File: config.mk
export PLATFORM = sky130hd
export DESIGN_NAME = uart_tx_arbiter_flat
export DESIGN_NICKNAME = d
export VERILOG_FILES = /design/src/rtl/uart_pkg.sv /design/src/rtl/uart_tx_arbiter_if.sv /design/src/rtl/uart_rr_pick.sv /design/src/rtl/uart_tx_arbiter.sv /design/src/flat_wrapper.sv
export SDC_FILE = /design/constraint.sdc
export NUM_CORES = 1
export LEC_CHECK = 0
export BUFFER_PORTS_ARGS = -buffer_cell sky130_fd_sc_hd__buf_2
export CORE_MARGIN = 2
export CORE_UTILIZATION = 50
export DETAILED_ROUTE_END_ITERATION = 8
export GPL_TIMING_DRIVEN = 0
export PLACE_DENSITY_LB_ADDON = 0.25
export SYNTH_ARGS = -nofsm -noshare
export SYNTH_HDL_FRONTEND = slang
export SYNTH_SLANG_ARGS = --single-unit
File: constraint.sdc
create_clock -name clk -period 2.42 [get_ports clk]
set_input_delay 0.121 -clock clk [delete_from_list [all_inputs] [get_ports clk]]
set_output_delay 0.121 -clock clk [all_outputs]
set_load 0.05 [all_outputs]
File: src/rtl/uart_pkg.sv
// Shared types and constants for the UART transmit arbiter.
// The state enum, default watchdog limit and watchdog counter width live here.
package uart_pkg;

    typedef enum logic [1:0] {
        IDLE      = 2'd0,
        START     = 2'd1,
        WAIT_DONE = 2'd2
    } arb_state_e;

    localparam int UART_ARB_TIMEOUT_DEFAULT = 524288;
    localparam int UART_ARB_WD_W            = 20;

endpackage

File: src/rtl/uart_tx_arbiter_if.sv
// Bus between byte producers, the arbiter and the shared uart_tx.
// slave: the arbiter's view; master: the producer/transmitter side.
interface uart_tx_arbiter_if #(
    parameter int NUM_REQ = 4
);
    logic [NUM_REQ-1:0]         req_valid;
    logic [NUM_REQ-1:0][7:0]    req_data;
    logic [NUM_REQ-1:0]         req_ready;
    logic                       cts_n;
    logic                       tx_done;
    logic [7:0]                 tx_data;
    logic                       start_tx;
    logic [$clog2(NUM_REQ)-1:0] grant_id;
    logic                       busy;
    logic                       timeout_err;

    modport slave (
        input  req_valid, req_data, cts_n, tx_done,
        output req_ready, tx_data, start_tx, grant_id, busy, timeout_err
    );

    modport master (
        output req_valid, req_data, cts_n, tx_done,
        input  req_ready, tx_data, start_tx, grant_id, busy, timeout_err
    );
endinterface

File: src/rtl/uart_rr_pick.sv
// Combinational round-robin picker: first set request searching upward
// from i_last+1, wrapping modulo NUM_REQ. Output grant is one-hot.
module uart_rr_pick #(
    parameter int NUM_REQ = 4
) (
    input  logic [NUM_REQ-1:0]         i_req,
    input  logic [$clog2(NUM_REQ)-1:0] i_last,
    output logic [NUM_REQ-1:0]         o_gnt,
    output logic                       o_found
);
    localparam int GW = $clog2(NUM_REQ);

    int              w_idx;
    logic [GW-1:0]   w_sel;

    // Scan offsets 1..NUM_REQ so the previous winner is considered last.
    always_comb begin
        o_gnt   = '0;
        o_found = 1'b0;
        w_idx   = 0;
        w_sel   = '0;
        for (int k = 1; k <= NUM_REQ; k++) begin
            w_idx = int'(i_last) + k;
            if (w_idx >= NUM_REQ) w_idx = w_idx - NUM_REQ;
            w_sel = GW'(w_idx);
            if (!o_found && i_req[w_sel]) begin
                o_gnt[w_sel] = 1'b1;
                o_found      = 1'b1;
            end
        end
    end
endmodule

File: src/rtl/uart_tx_arbiter.sv
// Round-robin arbiter/sequencer sharing one uart_tx among NUM_REQ producers.
// Optional watchdog on WAIT_DONE enabled by defining UART_TX_ARB_WATCHDOG_EN.
module uart_tx_arbiter
    import uart_pkg::*;
#(
    parameter int NUM_REQ        = 4,
    parameter int TIMEOUT_CYCLES = UART_ARB_TIMEOUT_DEFAULT
) (
    input  logic              clk,
    input  logic              rst_n,
    uart_tx_arbiter_if.slave  bus
);
    localparam int GW = $clog2(NUM_REQ);

    localparam logic [1:0] S_IDLE  = IDLE;
    localparam logic [1:0] S_START = START;
    localparam logic [1:0] S_WAIT  = WAIT_DONE;

    if (NUM_REQ < 2 || NUM_REQ > 8 || TIMEOUT_CYCLES < 2 ||
        TIMEOUT_CYCLES > (1 << UART_ARB_WD_W)) begin : g_bad_param
        $error("uart_tx_arbiter: NUM_REQ or TIMEOUT_CYCLES out of range");
    end

    logic [1:0]         r_state;
    logic [7:0]         r_tx_data;
    logic               r_start;
    logic [GW-1:0]      r_grant;
    logic [GW-1:0]      r_last;
    logic               r_busy;
    logic               r_tmo;

    logic [NUM_REQ-1:0] w_gnt;
    logic               w_found;
    logic               w_take;
    logic               w_timeout;
    logic [GW-1:0]      w_pick;
    logic [7:0]         w_pick_data;

    uart_rr_pick #(.NUM_REQ(NUM_REQ)) u_pick (
        .i_req   (bus.req_valid),
        .i_last  (r_last),
        .o_gnt   (w_gnt),
        .o_found (w_found)
    );

    // Encode the one-hot winner and mux its byte.
    always_comb begin
        w_pick      = '0;
        w_pick_data = '0;
        for (int i = 0; i < NUM_REQ; i++) begin
            if (w_gnt[i]) begin
                w_pick      = GW'(i);
                w_pick_data = w_pick_data | bus.req_data[i];
            end
        end
    end

    // Accept only from IDLE with CTS asserted; held off entirely in reset.
    assign w_take        = (r_state == S_IDLE) && !bus.cts_n && w_found;
    assign bus.req_ready = (rst_n && w_take) ? w_gnt : '0;

`ifdef UART_TX_ARB_WATCHDOG_EN
    logic [UART_ARB_WD_W-1:0] r_wd_cnt;

    // Count cycles spent in WAIT_DONE; zeroed during START.
    always_ff @(posedge clk or negedge rst_n) begin
        if (!rst_n)                  r_wd_cnt <= '0;
        else if (r_state == S_START) r_wd_cnt <= '0;
        else if (r_state == S_WAIT)  r_wd_cnt <= r_wd_cnt + 1'b1;
    end

    // A coincident tx_done wins over the timeout.
    assign w_timeout = (r_state == S_WAIT) && !bus.tx_done &&
                       (r_wd_cnt == UART_ARB_WD_W'(TIMEOUT_CYCLES - 1));
`else
    assign w_timeout = 1'b0;
`endif

    // Frame sequencer: IDLE -> START (one-cycle pulse) -> WAIT_DONE -> IDLE.
    always_ff @(posedge clk or negedge rst_n) begin
        if (!rst_n) begin
            r_state   <= S_IDLE;
            r_tx_data <= '0;
            r_start   <= 1'b0;
            r_grant   <= '0;
            r_last    <= GW'(NUM_REQ - 1);
            r_busy    <= 1'b0;
            r_tmo     <= 1'b0;
        end else begin
            r_start <= 1'b0;
            r_tmo   <= 1'b0;
            case (r_state)
                S_IDLE: begin
                    if (w_take) begin
                        r_tx_data <= w_pick_data;
                        r_grant   <= w_pick;
                        r_last    <= w_pick;
                        r_start   <= 1'b1;
                        r_busy    <= 1'b1;
                        r_state   <= S_START;
                    end
                end
                S_START: r_state <= S_WAIT;
                S_WAIT: begin
                    if (bus.tx_done) begin
                        r_busy  <= 1'b0;
                        r_state <= S_IDLE;
                    end else if (w_timeout) begin
                        r_busy  <= 1'b0;
                        r_tmo   <= 1'b1;
                        r_state <= S_IDLE;
                    end
                end
                default: begin
                    r_busy  <= 1'b0;
                    r_state <= S_IDLE;
                end
            endcase
        end
    end

    assign bus.tx_data     = r_tx_data;
    assign bus.start_tx    = r_start;
    assign bus.grant_id    = r_grant;
    assign bus.busy        = r_busy;
    assign bus.timeout_err = r_tmo;
endmodule

File: src/flat_wrapper.sv
// flat-port wrapper written by rule: the top's interface ports become plain ports
module uart_tx_arbiter_flat import uart_pkg::*;
#(
    parameter int NUM_REQ        = 4,
    parameter int TIMEOUT_CYCLES = UART_ARB_TIMEOUT_DEFAULT
)
  (clk, rst_n, bus_req_valid, bus_req_data, bus_cts_n, bus_tx_done, bus_req_ready, bus_tx_data, bus_start_tx, bus_grant_id, bus_busy, bus_timeout_err);
  uart_tx_arbiter_if #(.NUM_REQ(NUM_REQ)) bus_i ();
  input  logic clk;
  input  logic rst_n;
  input wire logic [$bits(bus_i.req_valid)-1:0] bus_req_valid;
  input wire logic [$bits(bus_i.req_data)-1:0] bus_req_data;
  input wire logic [$bits(bus_i.cts_n)-1:0] bus_cts_n;
  input wire logic [$bits(bus_i.tx_done)-1:0] bus_tx_done;
  output wire logic [$bits(bus_i.req_ready)-1:0] bus_req_ready;
  output wire logic [$bits(bus_i.tx_data)-1:0] bus_tx_data;
  output wire logic [$bits(bus_i.start_tx)-1:0] bus_start_tx;
  output wire logic [$bits(bus_i.grant_id)-1:0] bus_grant_id;
  output wire logic [$bits(bus_i.busy)-1:0] bus_busy;
  output wire logic [$bits(bus_i.timeout_err)-1:0] bus_timeout_err;
  assign bus_i.req_valid = bus_req_valid;
  assign bus_i.req_data = bus_req_data;
  assign bus_i.cts_n = bus_cts_n;
  assign bus_i.tx_done = bus_tx_done;
  assign bus_req_ready = bus_i.req_ready;
  assign bus_tx_data = bus_i.tx_data;
  assign bus_start_tx = bus_i.start_tx;
  assign bus_grant_id = bus_i.grant_id;
  assign bus_busy = bus_i.busy;
  assign bus_timeout_err = bus_i.timeout_err;
  uart_tx_arbiter #(.NUM_REQ(NUM_REQ), .TIMEOUT_CYCLES(TIMEOUT_CYCLES)) u_core (.clk(clk), .rst_n(rst_n), .bus(bus_i));
endmodule
; After elaboration in Yosys (flattened, before gate mapping)
; Index checks and enable logic that the tools add are counted.
; Widths: inputs -> output; s select.
[word_totals]
output_inout_bits = 17
ff_bits = 16
[classes]
n_lt_le_gt_ge = 12
n_addsub = 8
n_bitwise = 7
n_reduce_logical = 18
mux = 44
eq_ne = 4
[ops]
columns = cell, n
row1 = $mux 8, 4
row2 = $or 8x8->8, 3
row3 = $mux 4, 5
row4 = $mux 1, 17
row5 = $mux 2, 8
row6 = $lt 2x3->1 const B, 4
row7 = $or 4x4->4, 3
row8 = $logic_and 1x1->1, 10
row9 = $ge 3x3->1 const B, 3
row10 = $bmux 1 s2, 4
row11 = $demux 1 s2, 4
row12 = $ge 2x1->1 const B, 4
row13 = $sub 2x1->2 const B, 4
row14 = $add 2x2->3 const B, 2
row15 = $pmux 2 s3, 1
row16 = $add 2x3->4 const B, 1
row17 = $ge 4x3->1 const B, 1
row18 = $logic_not 1->1, 4
row19 = $reduce_and 2->1, 2
row20 = $add 2x1->3 const B, 1
row21 = $pmux 1 s3, 1
row22 = $reduce_and 3->1, 1
row23 = $eq 2x1->1 const B, 1
row24 = $eq 2x2->1 const B, 1
row25 = other kinds (4), 4

; Logic depth before layout (Yosys ltp)
; Gate-level depths: netlist (run 1).
[depth]
word_depth = 22
mapped_depth = 8

; Modules after synthesis
; From an unflattened synthesis (run 1), not the netlist that was laid out.
[unflattened]
cells_unflattened = 125
hier_area_um2 = 1248.7
[modules_own_cells]
columns = module, area_per_inst_um2, cells_each, seq_area_each_um2, n_inst
row1 = uart_tx_arbiter, 833.3, 77, 402.9, 1
row2 = uart_rr_pick, 415.4, 48, 0.0, 1

; Worst setup path after synthesis (run 1)
; Ideal clock, no wire load.
[synth_path]
path_type = register to output
from = register u_core.r_last[1]
to = output port bus_req_ready[2]
path_stages_with_launch = 8
required_ns = 2.299
arrival_ns = 2.555
slack_ns = -0.256
cell_sequence = dfstp_2 > inv_1 > ha_1 > mux2_2 > clkbuf_1 > a2bb2oi_4 > a21oi_1 > nor2_1
[synth_via]
elab_chain_len = 18
elab_cells_between_ends = 64
[synth_rtl]
columns = item, line_no
row1 = start: declaration, uart_tx_arbiter.sv:28  ; logic [GW-1:0] r_last;
row2 = start signal: assignment, uart_tx_arbiter.sv:86  ; r_last <= GW'(NUM_REQ - 1);
row3 = start signal: assignment, uart_tx_arbiter.sv:97  ; r_last <= w_pick;
row4 = "parallel branches: the longest is 17 deep, another holds $add 2x1->3", --
row5 = $mux 4 (*), uart_tx_arbiter.sv:60  ; assign bus.req_ready = (rst_n && w_take) ? w_gnt : '0;
row6 = end: declaration, flat_wrapper.sv:15  ; output wire logic [$bits(bus_i.req_ready)-1:0] bus_req_ready;
; Mark *: on every way between the ends. The select of a mux whose other input is x is not followed.

; Worst setup path after layout (run 1)
[layout_path]
from = register u_core.r_last[0]
to = register u_core.r_grant[0], in the netlist u_core.bus.grant_id[0]
[layout_via]
elab_chain_len = 18
elab_cells_between_ends = 66
[layout_rtl]
columns = item, line_no
row1 = "parallel branches: the longest is 18 deep, another holds $add 2x1->3", --
row2 = end signal: assignment, uart_tx_arbiter.sv:96  ; r_grant <= w_pick;
row3 = end: declaration, uart_tx_arbiter.sv:27  ; logic [GW-1:0] r_grant;
; Several ways; the timed one is not identified. The select of a mux whose other input is x is not followed.
; A chain may end at the register's enable or synchronous reset.

==> results of run 1 <==
## kinds of logic after synthesis
kind of cell / Yosys count
other cells: 1
simple gates: 54
fa+ha+maj: 6
buf+inv: 20
mux: 10
compound gates: 82
flops: 16
## registers in the layout (all words and copies together), names as in the netlist
name	flops
u_core.r_last	2
u_core.bus.tx_data	8
u_core.bus.start_tx	1
u_core.r_state	2
u_core.bus.busy	1
u_core.bus.grant_id	2
## stage by stage
| step | utilization (%) | std cells | hold WS (ps) |
|---|---|---|---|
| after floorplan | - | 189 | -175 |
| after global placement | 64.1 | 287 | 64.3 |
| after detailed placement | 64.1 | 287 | 63.1 |
| after CTS | 73.2 | 309 | 67.5 |
| after global routing | 77.7 | 318 | 69.4 |
| final | 77.7 | 318 | 61.9 |
## worst max-delay path, stage by stage, from the launching register on
cell and delay [ps]:
dfstp_2 600, buf_8 130, mux4_2 570, buf_4 180
nand3b_1 150, o31ai_4 110, buf_4 150, buf_6 120
o311ai_2 360, a21oi_1 120
## placed cells by master, fill, tap and decap left out, types with 2 or more instances in the layout
cell type       n
a21oi_1         2
a21oi_2         3
a221oi_1        7
a22oi_1        33
a22oi_2         2
a2bb2oi_4       2
a31oi_1         8
and2_1          2
buf_2          55
buf_4          21
buf_6          10
buf_8           2
clkbuf_1        4
clkbuf_2        2
clkbuf_4        3
dfrtp_1        14
dfstp_2         2
dlygate4sd3_1   2
ha_1            5
inv_1           3
mux2i_1         4
mux4_2          4
nand2_1        15
nand2_2         4
nand2b_1        5
nand3b_1        4
nor2_1         12
nor2_2          3
nor3_1          2
o21a_1          3
o21ai_0         9
## worst paths after layout
check | to | slack [ps] | cells after the start | startpoint
max | u_core.bus.grant_id[0] | -210 | 9 | u_core.r_last[0]
min | u_core.bus.tx_data[4] | 60 | 3 | bus_req_data[12]
max reg2reg | u_core.bus.grant_id[0] | -210 | 9 | u_core.r_last[0]
min reg2reg | u_core.bus.busy | 490 | 1 | u_core.bus.busy
max in group asynchronous | u_core.bus.tx_data[6] | 1020 | 3 | rst_n
min in group asynchronous | u_core.r_last[0] | 320 | 2 | rst_n
## per-layer routing
| metal | GRT usage, % | vias to the layer above | share of wire [%] |
|---|---|---|---|
| li1 | - | 910 | - |
| met1 | 43.3 | 966 | 38 |
| met5 | 0 | - | 0 |
| met2 | 49.4 | 162 | 48 |
| met4 | 17.7 | 0 | 3.3 |
| met3 | 3.99 | 26 | 11 |
## where the power goes
part	total [uW]	switching [uW]	internal [uW]
clock network	187	94.7	91.9
registers	485	79.8	405
logic	3030	1770	1260
total	3710	1950	1760
## cell type report
class	instances	area (um^2)	area share (%)
clock buffer	4	36.3	1.52
buffer	16	95.1	3.98
multi-input combinational	153	1260	52.6
sequential	16	403	16.8
tap	44	55.1	2.30
timing repair buffer	81	529	22.1
inverter	4	15.0	0.628
## what timing repair did
| item | in CTS | in global routing |
|---|---|---|
| hold endpoints to repair | 14 | 0 |
| gates resized for setup | 26 | 20 |
| setup endpoints to repair | 16 | 14 |
| setup buffers | 16 | 9 |
| hold buffers | 2 | 0 |
| gates cloned | 0 | 0 |
| pin swaps | 6 | 10 |
==> impl_metrics.toml, run 1 <==
[clock_network]
ctsLongestPathBuffers = 2
cts_tree = "done"
cts_root_buffer = "clkbuf_4"
clk_latency_ps = 310
htreeDepth = 1
clk_transition_reported_paths_ps = 110
cts_inserted_buffers = 3
clkSinkCount = 16

[synth]
synth_area_um2 = 1640
syn_nets = 235
synth_common_cells = "35 x a22oi_1, 18 x nand2_1, 16 x nor2_1"
yosysMostFrequentCell = "a22oi_1"
ys_async_sr_fraction_pct = 100
ys_ff_latch = 16
synth-xor-area-share_pct = 0
syn_inst = 189
synth_compound_area_share_pct = 39.1
synth_top_area_cell = "dfrtp_1"
ys_warn_count = 0
synth_seq_area_share_pct = 24.6
netlist.area_leader.share_pct = 21.4
synth_simple_gate_area_share_pct = 16.6
synth_fa_ha_area_share_pct = 4.58
synth_area_leaders = "dfrtp_1 21%, a22oi_1 16%, mux4_2 5.5%"
synthFlopType = "dfrtp_1"
synthMuxAreaShare_pct = 9.32
synth_top_family_by_area = "compound AO/OA/AOI/OAI gates"
synth_edf_count = 0
syn_avg_cell_area_um2 = 8.67
ys_types = 43

[route]
first_pass_iters = 6
viasPerCell = 6.49
ant_nets = 0
wire_per_inst_um = 18.7
drcViolationCount = 0
initialDrtViolationCount = 278
vias = 2064
drt-total-wl_um = 5940

[timing]
timing.slew.headroom_pct = 55.6
finalSetupViolations = 12
post-route-period-util_pct = 109
timing.fmax_ghz = 0.380
worst_slew_pin_slew_ps = 664
finalHoldViolCount = 0
slew_viol_final = 0
setup_ws_ps = -211
rsz0062_at_grt = "yes"
min_period_ps = 2630
setup_tns_ps = -1400
skew_ps = 15.0

[run_status]
status = "finished with violations"
violations = "setup timing"

[place]
port_buffers = 54
dpl.hpwl_um = 3430
gp_congestion = 0.885
dpl_worst_slack_ps = -363
placed_cell_area_um2 = 1970

[floorplanning]
pin_count = 57
dieArea_um2 = 3750
coreArea_um2 = 3080
die_w_um = 61.2
rows = 20
die_y_um = 61.2
start_util_pct = 53.2

[global_route]
antenna_found_initial = 0
grt_overflow = 0
grt_usage_pct = 31.9
grt_pass1_wl_um = 8680
grt_start_max_net_pins = 15
grt_pass1_vias = 1853

[finish]
final_area_um2 = 2390
fill_cells = 226
layout-drive-gt1-share_pct = 46.7
antenna_cells = 0
nNetsFinal = 321
area_growth_pct = 46.0

[critical_path]
worstSetupEndpointType = "flip-flop"
crit_arrival_ps = 2790
crit_path_start_kind = "flip-flop"
path_max_fanout = 5
path_class = "reg2reg"
critical_path_required_ps = 2580

[pwr]
p_leak_uw = 0.00104
finalPower_uw = 3710
peakVddDrop_mv = 1.05
power_density_nw_per_um2 = 1550

[flow_run]
cap_violations = 0

[hold_path]
min_path_type = "in2reg"
No activity file was read; power rests on OpenSTA's default activity.
==> run 2, diff against run 1 <==
- CORE_UTILIZATION: 50 -> 47
- SYNTH_HIERARCHICAL: not set -> 1
==> impl_metrics.toml, run 2 <==
[run_status]
status = "finished with violations"
violations = "setup timing"

[finish]
final_common_cell = "buf_2"
mostFrequentLayoutCells = "51 x buf_2, 17 x nor2_1, 15 x buf_4, 14 x dfrtp_1, 13 x a22oi_2"
nNetsFinal = 247
largest_reg_flops = 8
layout.cells.non_filler = 228
antenna_cells = 0
area_growth_pct = 56.4
layout-drive-gt1-share_pct = 60.6
fill_cells = 161
final_area_um2 = 1950

[critical_path]
worstSetupEndpointType = "output pin"
r2r_setup_slack_ps = -220
worstPathCellList = "clkinv_4 > ha_4 > mux2i_4 > o2111ai_2 > o21ai_2 > a221o_1 > clkbuf_8 > and3_4 > buf_8"
critPathMaxStageDelay_ps = 580
path_max_fanout = 5
r2r_end = "u_core/bus.tx_data[0]"
critical_path_required_ps = 2300
reg2reg_from = "u_core/r_last[1]"
crit_arrival_ps = 2590
cp_slowest_cell = "dfstp_2"
crit_path_start_kind = "flip-flop"
reg2reg_depth = 10
path_class = "reg2out"

[route]
first_pass_iters = 4
drt-total-wl_um = 4170
wl_met3_um = 234
vias = 1293
wire_per_inst_um = 18.3
initialDrtViolationCount = 56
routed-wl-met2_um = 2180
highest_layer = "met4"
ant_nets = 0
drcViolationCount = 0
met1Wirelength_um = 1640
viasPerCell = 5.67

[floorplanning]
die_y_um = 55.5
rows = 18
coreArea_um2 = 2500
pin_count = 57
dieArea_um2 = 3090
die_w_um = 55.5
start_util_pct = 49.9

[timing]
timing.fmax_ghz = 0.368
rsz0062_at_grt = "yes"
setup_ws_ps = -294
timing.slew.headroom_pct = 61.1
skew_ps = 3.62
min_period_ps = 2710
finalSetupViolations = 16
finalHoldViolCount = 0
setup_tns_ps = -3240
slew_viol_final = 0
worst_slew_pin_slew_ps = 581
post-route-period-util_pct = 112

[global_route]
grt_pass1_wl_um = 6570
grt_overflow = 0
antenna_found_initial = 0
grt_pass1_vias = 1360
grt_usage_pct = 26.9
grt_start_max_net_pins = 21

[pwr]
pwr-share-comb_pct = 78.9
sw_frac_of_total_pct = 49.1
clkPwrFrac_pct = 5.5
p_leak_uw = 0.000898
peakVddDrop_mv = 1.25
power_switching_uw = 1610
seqPwrFrac_pct = 15.6
power_density_nw_per_um2 = 1680
intPower_uw = 1670

[synth]
synthFlopType = "dfrtp_1"
synth_edf_count = 0
netlist.area_leader.share_pct = 28.1
synth_area_leaders = "dfrtp_1 28%, a22oi_1 9.6%, ha_1 8.0%"
yosysMostFrequentCell = "nor2_1"
ys_warn_count = 6
ys_async_sr_fraction_pct = 100
synth_top_area_cell = "dfrtp_1"
syn_nets = 173
synth_seq_area_share_pct = 32.3
syn_avg_cell_area_um2 = 9.99
syn_inst = 125
ys_ff_latch = 16
synth_common_cells = "17 x nor2_1, 16 x a22oi_1, 14 x dfrtp_1"
ys_types = 33
synth_area_um2 = 1250

[place]
gp_congestion = 0.794
port_buffers = 55
placed_cell_area_um2 = 1620
dp.cells = 210
dpl.hpwl_um = 2460

[hold_path]
worstHoldStart = "bus_cts_n"
min_path_type = "in2reg"
min_to = "u_core/r_state[0]"
hold_depth = 2

[clock_network]
ctsLongestPathBuffers = 2
htreeDepth = 1
cts_tree = "done"
clk_latency_ps = 290
clk_transition_reported_paths_ps = 100
cts_root_buffer = "clkbuf_4"
clkSinkCount = 16
cts_inserted_buffers = 3

[flow_run]
cap_violations = 0
run 2: cell count changes after synthesis, sizes merged, moves of 4 or more:
cell,delta
a22oi,-19
nand2,-14
a221oi,-8
o21ai,-7
a21oi,-6
mux2i,+5
a221o,+4
and3,+4
buf,-4
clkbuf,-4
nand3b,-4
run 2: worst max path at each step:
stage	from	endpoint	slack (ps)	depth (start not counted)
after floorplan	u_core/r_last[1]	u_core/bus.grant_id[0]	-20	11
after global placement	u_core/r_last[0]	bus_req_ready[2]	-260	9
after detailed placement	u_core/r_last[0]	bus_req_ready[2]	-350	9
after CTS	u_core/r_last[1]	bus_req_ready[2]	-320	10
after global routing	u_core/r_last[0]	bus_req_ready[3]	-390	9
final	u_core/r_last[0]	bus_req_ready[3]	-290	9
run 2: final cells by class:
class                   count  area [um^2]  area share (%)
multi-input cells          95          908            46.5
repair buffers             71          470            24.1
flip-flops and latches     16          403            20.6
plain buffers               6         67.6            3.46
well taps                  30         37.5            1.92
clock buffers               4         36.3            1.86
inverters                   6         30.0            1.54
run 2: kinds of logic (layout without fill, tap and decap cells):
kind of cell	after synthesis	after routing	share of synthesized area, %
mux	12	12	11.1
simple gates	41	41	19.4
other cells	1	1	0.300
fa+ha+maj	8	8	8.02
compound gates	33	33	22.8
buf+inv	14	87	6.01
flops	16	16	32.3
run 2: per-stage QoR:
step	util (%)	hold WS [ps]	setup slack [ps]	total power, uW
detailed placement	64.7	92.2	-350	2360
CTS	77.4	17.9	-319	3160
floorplan	-	-175	-18.7	1970
global placement	64.7	67.1	-256	2290
finish	78.1	24.6	-294	3270
global route	78.1	22.5	-393	3440
run 2: power by group through the flow:
stage          combinational (uW)  clock (uW)  sequential, uW
2_1_floorplan                1110           0             859
3_3_place_gp                 1770           0             517
3_5_place_dp                 1830           0             525
4_1_cts                      2480         186             497
5_1_grt                      2720         198             526
6_report                     2580         180             510
run 2: critical path, delay by kind of cell, from the launching register on:
| kind | cells | cell delay, ps |
|---|---|---|
| flip-flops | 1 | 580 |
| AO/OA/AOI/OAI | 3 | 610 |
| multiplexers | 1 | 270 |
| AND/OR/NAND/NOR | 1 | 170 |
| adder cells (fa/ha/maj) | 1 | 320 |
| buffers and inverters | 3 | 350 |
run 2: metal layers:
metal,vias up,GRT usage (%)
met2,57,50.3
met4,0,6.27
met1,611,29.7
li1,613,-
met5,-,0
met3,12,7.49
run 2: what timing repair did:
| item | in CTS | in global routing |
|---|---|---|
| endpoints found under the hold margin | 14 | 0 |
| setup endpoints to repair | 16 | 16 |
| gates resized for setup | 39 | 6 |
| pin swaps | 14 | 10 |
| cloned | 1 | 0 |
| hold buffers | 1 | 0 |
| buffers inserted | 10 | 5 |
